**src/rtl/id_stage_pipe_pkg.sv**
```systemverilog
// Shared constants, decode-control bundle and instruction decoder for the
// ID stage of the logic/shift/LUI/LW pipeline subset.
package id_stage_pipe_pkg;

  // Bus widths
  localparam int INST_W      = 32;
  localparam int INST_ADDR_W = 32;
  localparam int REG_ADDR_W  = 5;
  localparam int ALUOP_W     = 8;
  localparam int ALUSEL_W    = 3;

  // Primary opcodes
  localparam logic [5:0] OP_SPECIAL = 6'b000000;
  localparam logic [5:0] OP_ANDI    = 6'b001100;
  localparam logic [5:0] OP_ORI     = 6'b001101;
  localparam logic [5:0] OP_XORI    = 6'b001110;
  localparam logic [5:0] OP_LUI     = 6'b001111;
  localparam logic [5:0] OP_LW      = 6'b100011;

  // SPECIAL funct codes
  localparam logic [5:0] FN_SLL = 6'b000000;
  localparam logic [5:0] FN_SRL = 6'b000010;
  localparam logic [5:0] FN_SRA = 6'b000011;
  localparam logic [5:0] FN_AND = 6'b100100;
  localparam logic [5:0] FN_OR  = 6'b100101;
  localparam logic [5:0] FN_XOR = 6'b100110;
  localparam logic [5:0] FN_NOR = 6'b100111;

  // ALU operation codes
  localparam logic [ALUOP_W-1:0] EXE_NOP_OP = 8'b0000_0000;
  localparam logic [ALUOP_W-1:0] EXE_AND_OP = 8'b0010_0100;
  localparam logic [ALUOP_W-1:0] EXE_OR_OP  = 8'b0010_0101;
  localparam logic [ALUOP_W-1:0] EXE_XOR_OP = 8'b0010_0110;
  localparam logic [ALUOP_W-1:0] EXE_NOR_OP = 8'b0010_0111;
  localparam logic [ALUOP_W-1:0] EXE_SLL_OP = 8'b0111_1100;
  localparam logic [ALUOP_W-1:0] EXE_SRL_OP = 8'b0000_0010;
  localparam logic [ALUOP_W-1:0] EXE_SRA_OP = 8'b0000_0011;
  localparam logic [ALUOP_W-1:0] EXE_LW_OP  = 8'b1110_0011;

  // ALU result-select codes
  localparam logic [ALUSEL_W-1:0] EXE_RES_NOP        = 3'b000;
  localparam logic [ALUSEL_W-1:0] EXE_RES_LOGIC      = 3'b001;
  localparam logic [ALUSEL_W-1:0] EXE_RES_SHIFT      = 3'b010;
  localparam logic [ALUSEL_W-1:0] EXE_RES_LOAD_STORE = 3'b111;

  // Which immediate an operand port takes when its read is disabled
  typedef enum logic [2:0] {
    IMM_ZERO = 3'd0,
    IMM_SA   = 3'd1,
    IMM_ZEXT = 3'd2,
    IMM_SEXT = 3'd3,
    IMM_LUI  = 3'd4
  } imm_sel_t;

  typedef struct packed {
    logic                  re1;
    logic                  re2;
    imm_sel_t              imm1;
    imm_sel_t              imm2;
    logic                  we;
    logic [REG_ADDR_W-1:0] waddr;
    logic [ALUOP_W-1:0]    aluop;
    logic [ALUSEL_W-1:0]   alusel;
    logic                  illegal;
  } dec_ctrl_t;

  // Decode one instruction into its control bundle; unknown encodings give a
  // NOP bundle with the illegal flag set.
  function automatic dec_ctrl_t decode_inst(input logic [INST_W-1:0] inst);
    dec_ctrl_t d;
    d.re1     = 1'b0;
    d.re2     = 1'b0;
    d.imm1    = IMM_ZERO;
    d.imm2    = IMM_ZERO;
    d.we      = 1'b0;
    d.waddr   = 5'd0;
    d.aluop   = EXE_NOP_OP;
    d.alusel  = EXE_RES_NOP;
    d.illegal = 1'b1;
    case (inst[31:26])
      OP_ANDI, OP_ORI, OP_XORI: begin
        d.re1     = 1'b1;
        d.imm2    = IMM_ZEXT;
        d.we      = 1'b1;
        d.waddr   = inst[20:16];
        d.alusel  = EXE_RES_LOGIC;
        d.illegal = 1'b0;
        case (inst[31:26])
          OP_ANDI: d.aluop = EXE_AND_OP;
          OP_XORI: d.aluop = EXE_XOR_OP;
          default: d.aluop = EXE_OR_OP;
        endcase
      end
      OP_LUI: begin
        d.imm2    = IMM_LUI;
        d.we      = 1'b1;
        d.waddr   = inst[20:16];
        d.aluop   = EXE_OR_OP;
        d.alusel  = EXE_RES_LOGIC;
        d.illegal = 1'b0;
      end
      OP_LW: begin
        d.re1     = 1'b1;
        d.imm2    = IMM_SEXT;
        d.we      = 1'b1;
        d.waddr   = inst[20:16];
        d.aluop   = EXE_LW_OP;
        d.alusel  = EXE_RES_LOAD_STORE;
        d.illegal = 1'b0;
      end
      OP_SPECIAL: begin
        case (inst[5:0])
          FN_AND, FN_OR, FN_XOR, FN_NOR: begin
            d.re1     = 1'b1;
            d.re2     = 1'b1;
            d.we      = 1'b1;
            d.waddr   = inst[15:11];
            d.alusel  = EXE_RES_LOGIC;
            d.illegal = 1'b0;
            case (inst[5:0])
              FN_AND:  d.aluop = EXE_AND_OP;
              FN_XOR:  d.aluop = EXE_XOR_OP;
              FN_NOR:  d.aluop = EXE_NOR_OP;
              default: d.aluop = EXE_OR_OP;
            endcase
          end
          FN_SLL, FN_SRL, FN_SRA: begin
            // Shift-by-immediate is only defined with rs == 0
            if (inst[25:21] == 5'd0) begin
              d.re2     = 1'b1;
              d.imm1    = IMM_SA;
              d.we      = 1'b1;
              d.waddr   = inst[15:11];
              d.alusel  = EXE_RES_SHIFT;
              d.illegal = 1'b0;
              case (inst[5:0])
                FN_SRL:  d.aluop = EXE_SRL_OP;
                FN_SRA:  d.aluop = EXE_SRA_OP;
                default: d.aluop = EXE_SLL_OP;
              endcase
            end else begin
              d.illegal = 1'b1;
            end
          end
          default: d.illegal = 1'b1;
        endcase
      end
      default: d.illegal = 1'b1;
    endcase
    return d;
  endfunction

endpackage

```
**src/rtl/id_stage_pipe_id_ex_reg.sv**
```systemverilog
// ID/EX pipeline register: async reset, then flush > hold > bubble > capture.
// The illegal flag is a one-cycle pulse, so it is cleared rather than held.
module id_ex_reg
  import id_stage_pipe_pkg::*;
#(
  parameter int DATA_W = 32
) (
  input  logic                   clk,
  input  logic                   rst,
  input  logic                   flush_i,
  input  logic                   hold_i,
  input  logic                   bubble_i,
  input  logic                   valid_i,
  input  logic [INST_ADDR_W-1:0] pc_i,
  input  logic [ALUOP_W-1:0]     aluop_i,
  input  logic [ALUSEL_W-1:0]    alusel_i,
  input  logic [DATA_W-1:0]      reg1_i,
  input  logic [DATA_W-1:0]      reg2_i,
  input  logic [REG_ADDR_W-1:0]  waddr_i,
  input  logic                   we_i,
  input  logic                   illegal_i,
  output logic                   ex_valid_o,
  output logic [INST_ADDR_W-1:0] ex_pc_o,
  output logic [ALUOP_W-1:0]     ex_aluop_o,
  output logic [ALUSEL_W-1:0]    ex_alusel_o,
  output logic [DATA_W-1:0]      ex_reg1_o,
  output logic [DATA_W-1:0]      ex_reg2_o,
  output logic [REG_ADDR_W-1:0]  ex_waddr_o,
  output logic                   ex_we_o,
  output logic                   illegal_o
);

  logic                   valid_q,   valid_d;
  logic [INST_ADDR_W-1:0] pc_q,      pc_d;
  logic [ALUOP_W-1:0]     aluop_q,   aluop_d;
  logic [ALUSEL_W-1:0]    alusel_q,  alusel_d;
  logic [DATA_W-1:0]      reg1_q,    reg1_d;
  logic [DATA_W-1:0]      reg2_q,    reg2_d;
  logic [REG_ADDR_W-1:0]  waddr_q,   waddr_d;
  logic                   we_q,      we_d;
  logic                   illegal_q, illegal_d;

  // Next-state selection: bubble unless holding or capturing a real instruction
  always_comb begin
    valid_d   = 1'b0;
    pc_d      = '0;
    aluop_d   = EXE_NOP_OP;
    alusel_d  = EXE_RES_NOP;
    reg1_d    = '0;
    reg2_d    = '0;
    waddr_d   = 5'd0;
    we_d      = 1'b0;
    illegal_d = 1'b0;
    if (flush_i) begin
      valid_d = 1'b0;
    end else if (hold_i) begin
      valid_d  = valid_q;
      pc_d     = pc_q;
      aluop_d  = aluop_q;
      alusel_d = alusel_q;
      reg1_d   = reg1_q;
      reg2_d   = reg2_q;
      waddr_d  = waddr_q;
      we_d     = we_q;
    end else if (bubble_i) begin
      valid_d = 1'b0;
    end else if (valid_i) begin
      valid_d   = 1'b1;
      pc_d      = pc_i;
      aluop_d   = aluop_i;
      alusel_d  = alusel_i;
      reg1_d    = reg1_i;
      reg2_d    = reg2_i;
      waddr_d   = waddr_i;
      we_d      = we_i;
      illegal_d = illegal_i;
    end else begin
      valid_d = 1'b0;
    end
  end

  // Pipeline register state with asynchronous reset
  always_ff @(posedge clk or posedge rst) begin
    if (rst) begin
      valid_q   <= 1'b0;
      pc_q      <= '0;
      aluop_q   <= EXE_NOP_OP;
      alusel_q  <= EXE_RES_NOP;
      reg1_q    <= '0;
      reg2_q    <= '0;
      waddr_q   <= 5'd0;
      we_q      <= 1'b0;
      illegal_q <= 1'b0;
    end else begin
      valid_q   <= valid_d;
      pc_q      <= pc_d;
      aluop_q   <= aluop_d;
      alusel_q  <= alusel_d;
      reg1_q    <= reg1_d;
      reg2_q    <= reg2_d;
      waddr_q   <= waddr_d;
      we_q      <= we_d;
      illegal_q <= illegal_d;
    end
  end

  assign ex_valid_o  = valid_q;
  assign ex_pc_o     = pc_q;
  assign ex_aluop_o  = aluop_q;
  assign ex_alusel_o = alusel_q;
  assign ex_reg1_o   = reg1_q;
  assign ex_reg2_o   = reg2_q;
  assign ex_waddr_o  = waddr_q;
  assign ex_we_o     = we_q;
  assign illegal_o   = illegal_q;

endmodule

```
**src/rtl/id_stage_pipe.sv**
```systemverilog
// Decode stage: instruction decode, regfile read ports, EX/MEM forwarding,
// load-use hazard detection, saturating stall counter, and the ID/EX register.
module id_stage_pipe
  import id_stage_pipe_pkg::*;
#(
  parameter int DATA_W = 32,
  parameter int FWD_EN = 1,
  parameter int CNT_W  = 16
) (
  input  logic                   clk,
  input  logic                   rst,
  input  logic [INST_ADDR_W-1:0] pc_i,
  input  logic [INST_W-1:0]      inst_i,
  input  logic                   inst_valid_i,
  input  logic                   flush_i,
  input  logic                   ex_stall_i,
  output logic                   re1_o,
  output logic                   re2_o,
  output logic [REG_ADDR_W-1:0]  raddr1_o,
  output logic [REG_ADDR_W-1:0]  raddr2_o,
  input  logic [DATA_W-1:0]      rdata1_i,
  input  logic [DATA_W-1:0]      rdata2_i,
  input  logic                   ex_we_i,
  input  logic [REG_ADDR_W-1:0]  ex_waddr_i,
  input  logic [DATA_W-1:0]      ex_wdata_i,
  input  logic                   ex_is_load_i,
  input  logic                   mem_we_i,
  input  logic [REG_ADDR_W-1:0]  mem_waddr_i,
  input  logic [DATA_W-1:0]      mem_wdata_i,
  output logic                   stall_o,
  output logic                   ex_valid_o,
  output logic [INST_ADDR_W-1:0] ex_pc_o,
  output logic [ALUOP_W-1:0]     ex_aluop_o,
  output logic [ALUSEL_W-1:0]    ex_alusel_o,
  output logic [DATA_W-1:0]      ex_reg1_o,
  output logic [DATA_W-1:0]      ex_reg2_o,
  output logic [REG_ADDR_W-1:0]  ex_waddr_o,
  output logic                   ex_we_o,
  output logic                   illegal_o,
  output logic [CNT_W-1:0]       stall_cnt_o
);

  localparam bit FWD = (FWD_EN != 0);

  dec_ctrl_t          dec_s;
  logic               re1_s, re2_s;
  logic [DATA_W-1:0]  imm1_s, imm2_s;
  logic [DATA_W-1:0]  reg1_s, reg2_s;
  logic               ex_hit1_s, ex_hit2_s, mem_hit1_s, mem_hit2_s;
  logic               hazard_s;
  logic [CNT_W-1:0]   cnt_q, cnt_d;

  // Expand the selected immediate to the operand width
  function automatic logic [DATA_W-1:0] imm_val(input imm_sel_t sel, input logic [15:0] imm16);
    logic [DATA_W-1:0] v;
    case (sel)
      IMM_SA: begin
        v      = '0;
        v[4:0] = imm16[10:6];
      end
      IMM_ZEXT: begin
        v       = '0;
        v[15:0] = imm16;
      end
      IMM_SEXT: begin
        v       = {DATA_W{imm16[15]}};
        v[15:0] = imm16;
      end
      IMM_LUI: begin
        v        = '0;
        v[31:16] = imm16;
      end
      default: v = '0;
    endcase
    return v;
  endfunction

  // Operand priority: immediate, $0, EX forward, MEM forward, regfile
  function automatic logic [DATA_W-1:0] pick_operand(
    input logic                  re,
    input logic [REG_ADDR_W-1:0] raddr,
    input logic [DATA_W-1:0]     imm,
    input logic [DATA_W-1:0]     rdata,
    input logic                  ex_hit,
    input logic [DATA_W-1:0]     ex_wdata,
    input logic                  mem_hit,
    input logic [DATA_W-1:0]     mem_wdata
  );
    logic [DATA_W-1:0] v;
    if (!re) begin
      v = imm;
    end else if (raddr == 5'd0) begin
      v = '0;
    end else if (FWD && ex_hit) begin
      v = ex_wdata;
    end else if (FWD && mem_hit) begin
      v = mem_wdata;
    end else begin
      v = rdata;
    end
    return v;
  endfunction

  // Decode, read-port control, forwarding and hazard detection
  always_comb begin
    dec_s    = decode_inst(inst_i);
    re1_s    = inst_valid_i & dec_s.re1;
    re2_s    = inst_valid_i & dec_s.re2;
    imm1_s   = imm_val(dec_s.imm1, inst_i[15:0]);
    imm2_s   = imm_val(dec_s.imm2, inst_i[15:0]);

    ex_hit1_s  = ex_we_i  && (ex_waddr_i  == inst_i[25:21]);
    ex_hit2_s  = ex_we_i  && (ex_waddr_i  == inst_i[20:16]);
    mem_hit1_s = mem_we_i && (mem_waddr_i == inst_i[25:21]);
    mem_hit2_s = mem_we_i && (mem_waddr_i == inst_i[20:16]);

    reg1_s = pick_operand(re1_s, inst_i[25:21], imm1_s, rdata1_i,
                          ex_hit1_s, ex_wdata_i, mem_hit1_s, mem_wdata_i);
    reg2_s = pick_operand(re2_s, inst_i[20:16], imm2_s, rdata2_i,
                          ex_hit2_s, ex_wdata_i, mem_hit2_s, mem_wdata_i);

    // Reads of $0 never create a dependency
    hazard_s = 1'b0;
    if (inst_valid_i) begin
      if (ex_is_load_i && ex_we_i && (ex_waddr_i != 5'd0) &&
          ((re1_s && ex_hit1_s) || (re2_s && ex_hit2_s))) begin
        hazard_s = 1'b1;
      end else if (!FWD &&
          ((re1_s && (inst_i[25:21] != 5'd0) && (ex_hit1_s || mem_hit1_s)) ||
           (re2_s && (inst_i[20:16] != 5'd0) && (ex_hit2_s || mem_hit2_s)))) begin
        hazard_s = 1'b1;
      end else begin
        hazard_s = 1'b0;
      end
    end else begin
      hazard_s = 1'b0;
    end
  end

  assign re1_o    = re1_s;
  assign re2_o    = re2_s;
  assign raddr1_o = inst_i[25:21];
  assign raddr2_o = inst_i[20:16];
  assign stall_o  = hazard_s | ex_stall_i;

  // Stall counter next value: count unflushed stall edges, saturate at all-ones
  always_comb begin
    cnt_d = cnt_q;
    if (stall_o && !flush_i && (cnt_q != {CNT_W{1'b1}})) begin
      cnt_d = cnt_q + CNT_W'(1);
    end else begin
      cnt_d = cnt_q;
    end
  end

  // Stall counter register
  always_ff @(posedge clk or posedge rst) begin
    if (rst) begin
      cnt_q <= '0;
    end else begin
      cnt_q <= cnt_d;
    end
  end

  assign stall_cnt_o = cnt_q;

  id_ex_reg #(.DATA_W(DATA_W)) u_id_ex_reg (
    .clk         (clk),
    .rst         (rst),
    .flush_i     (flush_i),
    .hold_i      (ex_stall_i),
    .bubble_i    (hazard_s),
    .valid_i     (inst_valid_i),
    .pc_i        (pc_i),
    .aluop_i     (dec_s.aluop),
    .alusel_i    (dec_s.alusel),
    .reg1_i      (reg1_s),
    .reg2_i      (reg2_s),
    .waddr_i     (dec_s.waddr),
    .we_i        (dec_s.we),
    .illegal_i   (dec_s.illegal),
    .ex_valid_o  (ex_valid_o),
    .ex_pc_o     (ex_pc_o),
    .ex_aluop_o  (ex_aluop_o),
    .ex_alusel_o (ex_alusel_o),
    .ex_reg1_o   (ex_reg1_o),
    .ex_reg2_o   (ex_reg2_o),
    .ex_waddr_o  (ex_waddr_o),
    .ex_we_o     (ex_we_o),
    .illegal_o   (illegal_o)
  );

endmodule

```
**config.mk**
```make
export PLATFORM = sky130hd
export DESIGN_NAME = id_stage_pipe
export DESIGN_NICKNAME = d
export VERILOG_FILES = /design/src/rtl/id_stage_pipe_pkg.sv /design/src/rtl/id_stage_pipe_id_ex_reg.sv /design/src/rtl/id_stage_pipe.sv
export SDC_FILE = /design/constraint.sdc
export NUM_CORES = 1
export LEC_CHECK = 0
export ABC_AREA = 1
export CAP_MARGIN = 20
export CELL_PAD_IN_SITES_DETAIL_PLACEMENT = 2
export CELL_PAD_IN_SITES_GLOBAL_PLACEMENT = 2
export CORE_MARGIN = 2
export CORE_UTILIZATION = 24
export DETAILED_ROUTE_END_ITERATION = 8
export GPL_TIMING_DRIVEN = 0
export PLACE_DENSITY_LB_ADDON = 0.1
export SLEW_MARGIN = 30
export SYNTH_ARGS = -nofsm -noshare
export SYNTH_HDL_FRONTEND = slang
export SYNTH_SLANG_ARGS = --single-unit
```
**constraint.sdc**
```tcl
create_clock -name clk -period 6.6 [get_ports clk]
set_input_delay 0.99 -clock clk [delete_from_list [all_inputs] [get_ports clk]]
set_output_delay 0.99 -clock clk [all_outputs]
set_load 0.01 [all_outputs]
```
==> results.ini <==
[placed_design]
place_congestion=0.8831
pre_cts_ws_ns=2.034
io_buffers=353
dp_hpwl_um=36430

[power]
power.density_nw_per_um2=169.5
vdd_drop_max_mv=0.1787
p_leak_nw=6.663

[worst_hold_path]
hold_path.class=reg -> reg
hp-start=u_id_ex_reg.ex_pc_o[18]$_DFFE_PP0P_
hold_depth=2

[timing]
fin_skew_ns=0.003283
rsz0062_at_grt=no
worstMarginPinSlew_ns=0.8161
fin_setup_tns_ns=0
min_period_ns=4.573
post-route-period-util_pct=69.28
layout_setup_ws_ns=2.028
max_freq_mhz=218.7
setup_viol=0
slew_violations=0
relSlewSlack_pct=45.60
hold_violations=0

[flow_run]
drv_cap=0

[run_status]
status=finished, final reports clean

[finish]
final_net_count=1904
area_growth_pct=55.58
layout-drive-gt1-share_pct=5.455
fill_cells=4107

[floorplan]
die_h_um=192.0
io-pin-count=354
start_util_pct=24.43
die_area_um2=36860
die_w_um=192.0
placementRows=68
core-area_um2=34710

[clocking]
cts_resized=0
clk_pin_slew_ns=0.06
hold_buffers=0
h-tree-depth=4
cts_tree=done
clock_latency_ns=0.44
cts_root_buf=clkbuf_16
cts_setup_buffers=0
numCtsBuffers=17
cts_num_sinks=129
clk_path_buf_depth=2

[global_route]
grt_pass1_vias=11260
grt_max_degree=71
antenna_found_initial=6
gr-total-overflow=0
grt_pass1_wl_um=68740
grt.total_usage_pct=25.13

[detailed_routing]
first_iter_violations=390
antenna_left=0
routed_wl_um=45860
drtPass1Iterations=5
vias=10270
post_drt_wl_per_cell_um=21.15
avgViaCountPerCell=4.736
remaining_drc_errors=0

[yosys]
synth_fa_ha_area_share_pct=0.1475
synth-edff-count=0
synth-seq-area-share_pct=38.06
synthTopCellsByCount=601 x nand2_1, 129 x dfrtp_1, 112 x inv_1
ys.flop_type=dfrtp_1
ys_warn_count=0
yosys.area_share.simple_pct=46.70
synthMuxAreaShare_pct=0
syn_nets=1531
postSynth.asyncResetShare_pct=100.0
synth_top_area_cell=dfrtp_1
ys_seq_elements=129
ys_types=34
synth_xor_area_share_pct=1.652
synth_top_family_by_area=simple AND/OR/NAND/NOR gates
synthTopCellsByArea=dfrtp_1 38%, nand2_1 27%, nand4_1 6.8%
syn_area_um2=8482
synth_top_area_share_pct=38.06
synth_compound_area_share_pct=3.201
syn_inst=1320
synth.avg_cell_area_um2=6.426
synth_most_common_cell=nand2_1

[critical_path]
reg2reg_depth=9
crit_start=inst_i[24]
crit_fanout=10
reg2reg_from=stall_cnt_o[0]$_DFFE_PP0P_
cp-start-kind=input port
crit_arrival_ns=3.58
required_ns=5.61
critPathKind=in -> out
end_kind=output port

[state kept, by name, indices dropped and copies added (netlist names)]
name                     count
stall_cnt_o                 16
u_id_ex_reg.ex_aluop_o       6
u_id_ex_reg.ex_alusel_o      3
u_id_ex_reg.ex_pc_o         32
u_id_ex_reg.ex_reg1_o       32
u_id_ex_reg.ex_reg2_o       32
u_id_ex_reg.ex_valid_o       1
u_id_ex_reg.ex_waddr_o       5
u_id_ex_reg.ex_we_o          1
u_id_ex_reg.illegal_o        1
[cell usage in the layout (no fill, tap or decap), types with 4 or more instances in the layout]
cell               n
nand2_1          601
clkdlybuf4s50_1  353
dfrtp_1          129
inv_1            111
nand3_1          110
nand4_1           92
nor2_1            85
clkbuf_1          53
o21ai_0           25
clkbuf_16         17
buf_4             15
xor2_1            14
a21oi_1           13
buf_2             13
inv_2             10
diode_2            8
nor3_1             8
a32oi_1            5
clkinv_4           5
nand2_2            4
clkinv_2           4
[per-stage QoR]
stage	utilization, %	power [mW]	cell area, um^2	hold WS (ns)	std cells
3_3_place_gp	36.25	1.293	12580	0.4629	2128
6_report	38.02	2.237	13200	0.4838	2168
2_1_floorplan	-	1.022	8482	0.5154	1320
4_1_cts	37.96	2.270	13180	0.4828	2160
5_1_grt	37.99	2.343	13190	0.4963	2165
3_5_place_dp	36.36	1.305	12620	0.4659	2129
[worst max-delay path: stages]
cell             delay, ns
clkdlybuf4s50_1       0.54
inv_1                 0.11
a21oi_1               0.16
nand3_1               0.11
nor2_2                0.35
nand3_1               0.12
nand2_1               0.09
nand2_2               0.07
buf_6                 0.17
nand2_8               0.11
buf_4                 0.19
clkdlybuf4s50_1       0.55
[layer usage]
layer,global-route usage (%),vias to the layer above,share of wire (%)
met1,32.83,5080,45
met3,4.988,30,5.5
met2,42.72,233,48
met4,5.696,0,1.2
met5,0,-,0
li1,-,4924,-
[layout make-up]
type,count,area (um^2),area share (%)
clock inverters,12,112.6,0.8533
clock buffers,19,442.9,3.356
plain buffers,85,407.9,3.091
inverters,123,469.2,3.556
multi-input cells,983,4385,33.23
diodes,8,20.02,0.1517
flip-flops and latches,129,3228,24.46
well taps,455,569.3,4.314
repair buffers,354,3561,26.98
[where the power goes]
| part | leakage, nW | switching (mW) | internal (mW) |
|---|---|---|---|
| clock | 0.274 | 0.421 | 0.528 |
| sequential | 1.78 | 0.0220 | 0.812 |
| combinational | 4.60 | 0.240 | 0.214 |
| total | 6.66 | 0.683 | 1.55 |
[cell families (layout without fill, tap and decap cells)]
kind of cell | count (synthesis) | count (layout)
and+or+nand+nor | 918 | 918
buffers and inverters | 208 | 593
DFF | 129 | 129
AOI/OAI and AO/OA | 48 | 48
xor gates and xnor gates | 16 | 16
adders and majority gates | 1 | 1
other | 0 | 8
[final timing paths]
| check | slack, ns | to |
|---|---|---|
| worst max register to register | 4.28 | stall_cnt_o[4]$_DFFE_PP0P_ |
| worst min register to register | 0.48 | u_id_ex_reg.ex_pc_o[18]$_DFFE_PP0P_ |
| worst max-delay path | 2.03 | stall_o |
| worst min-delay path | 0.48 | u_id_ex_reg.ex_pc_o[18]$_DFFE_PP0P_ |
| max in group asynchronous | 4.83 | u_id_ex_reg.ex_waddr_o[4]$_DFFE_PP0P_ |
| min in group asynchronous | 1.00 | u_id_ex_reg.ex_pc_o[8]$_DFFE_PP0P_ |
No activity file was read; power rests on OpenSTA's default activity.
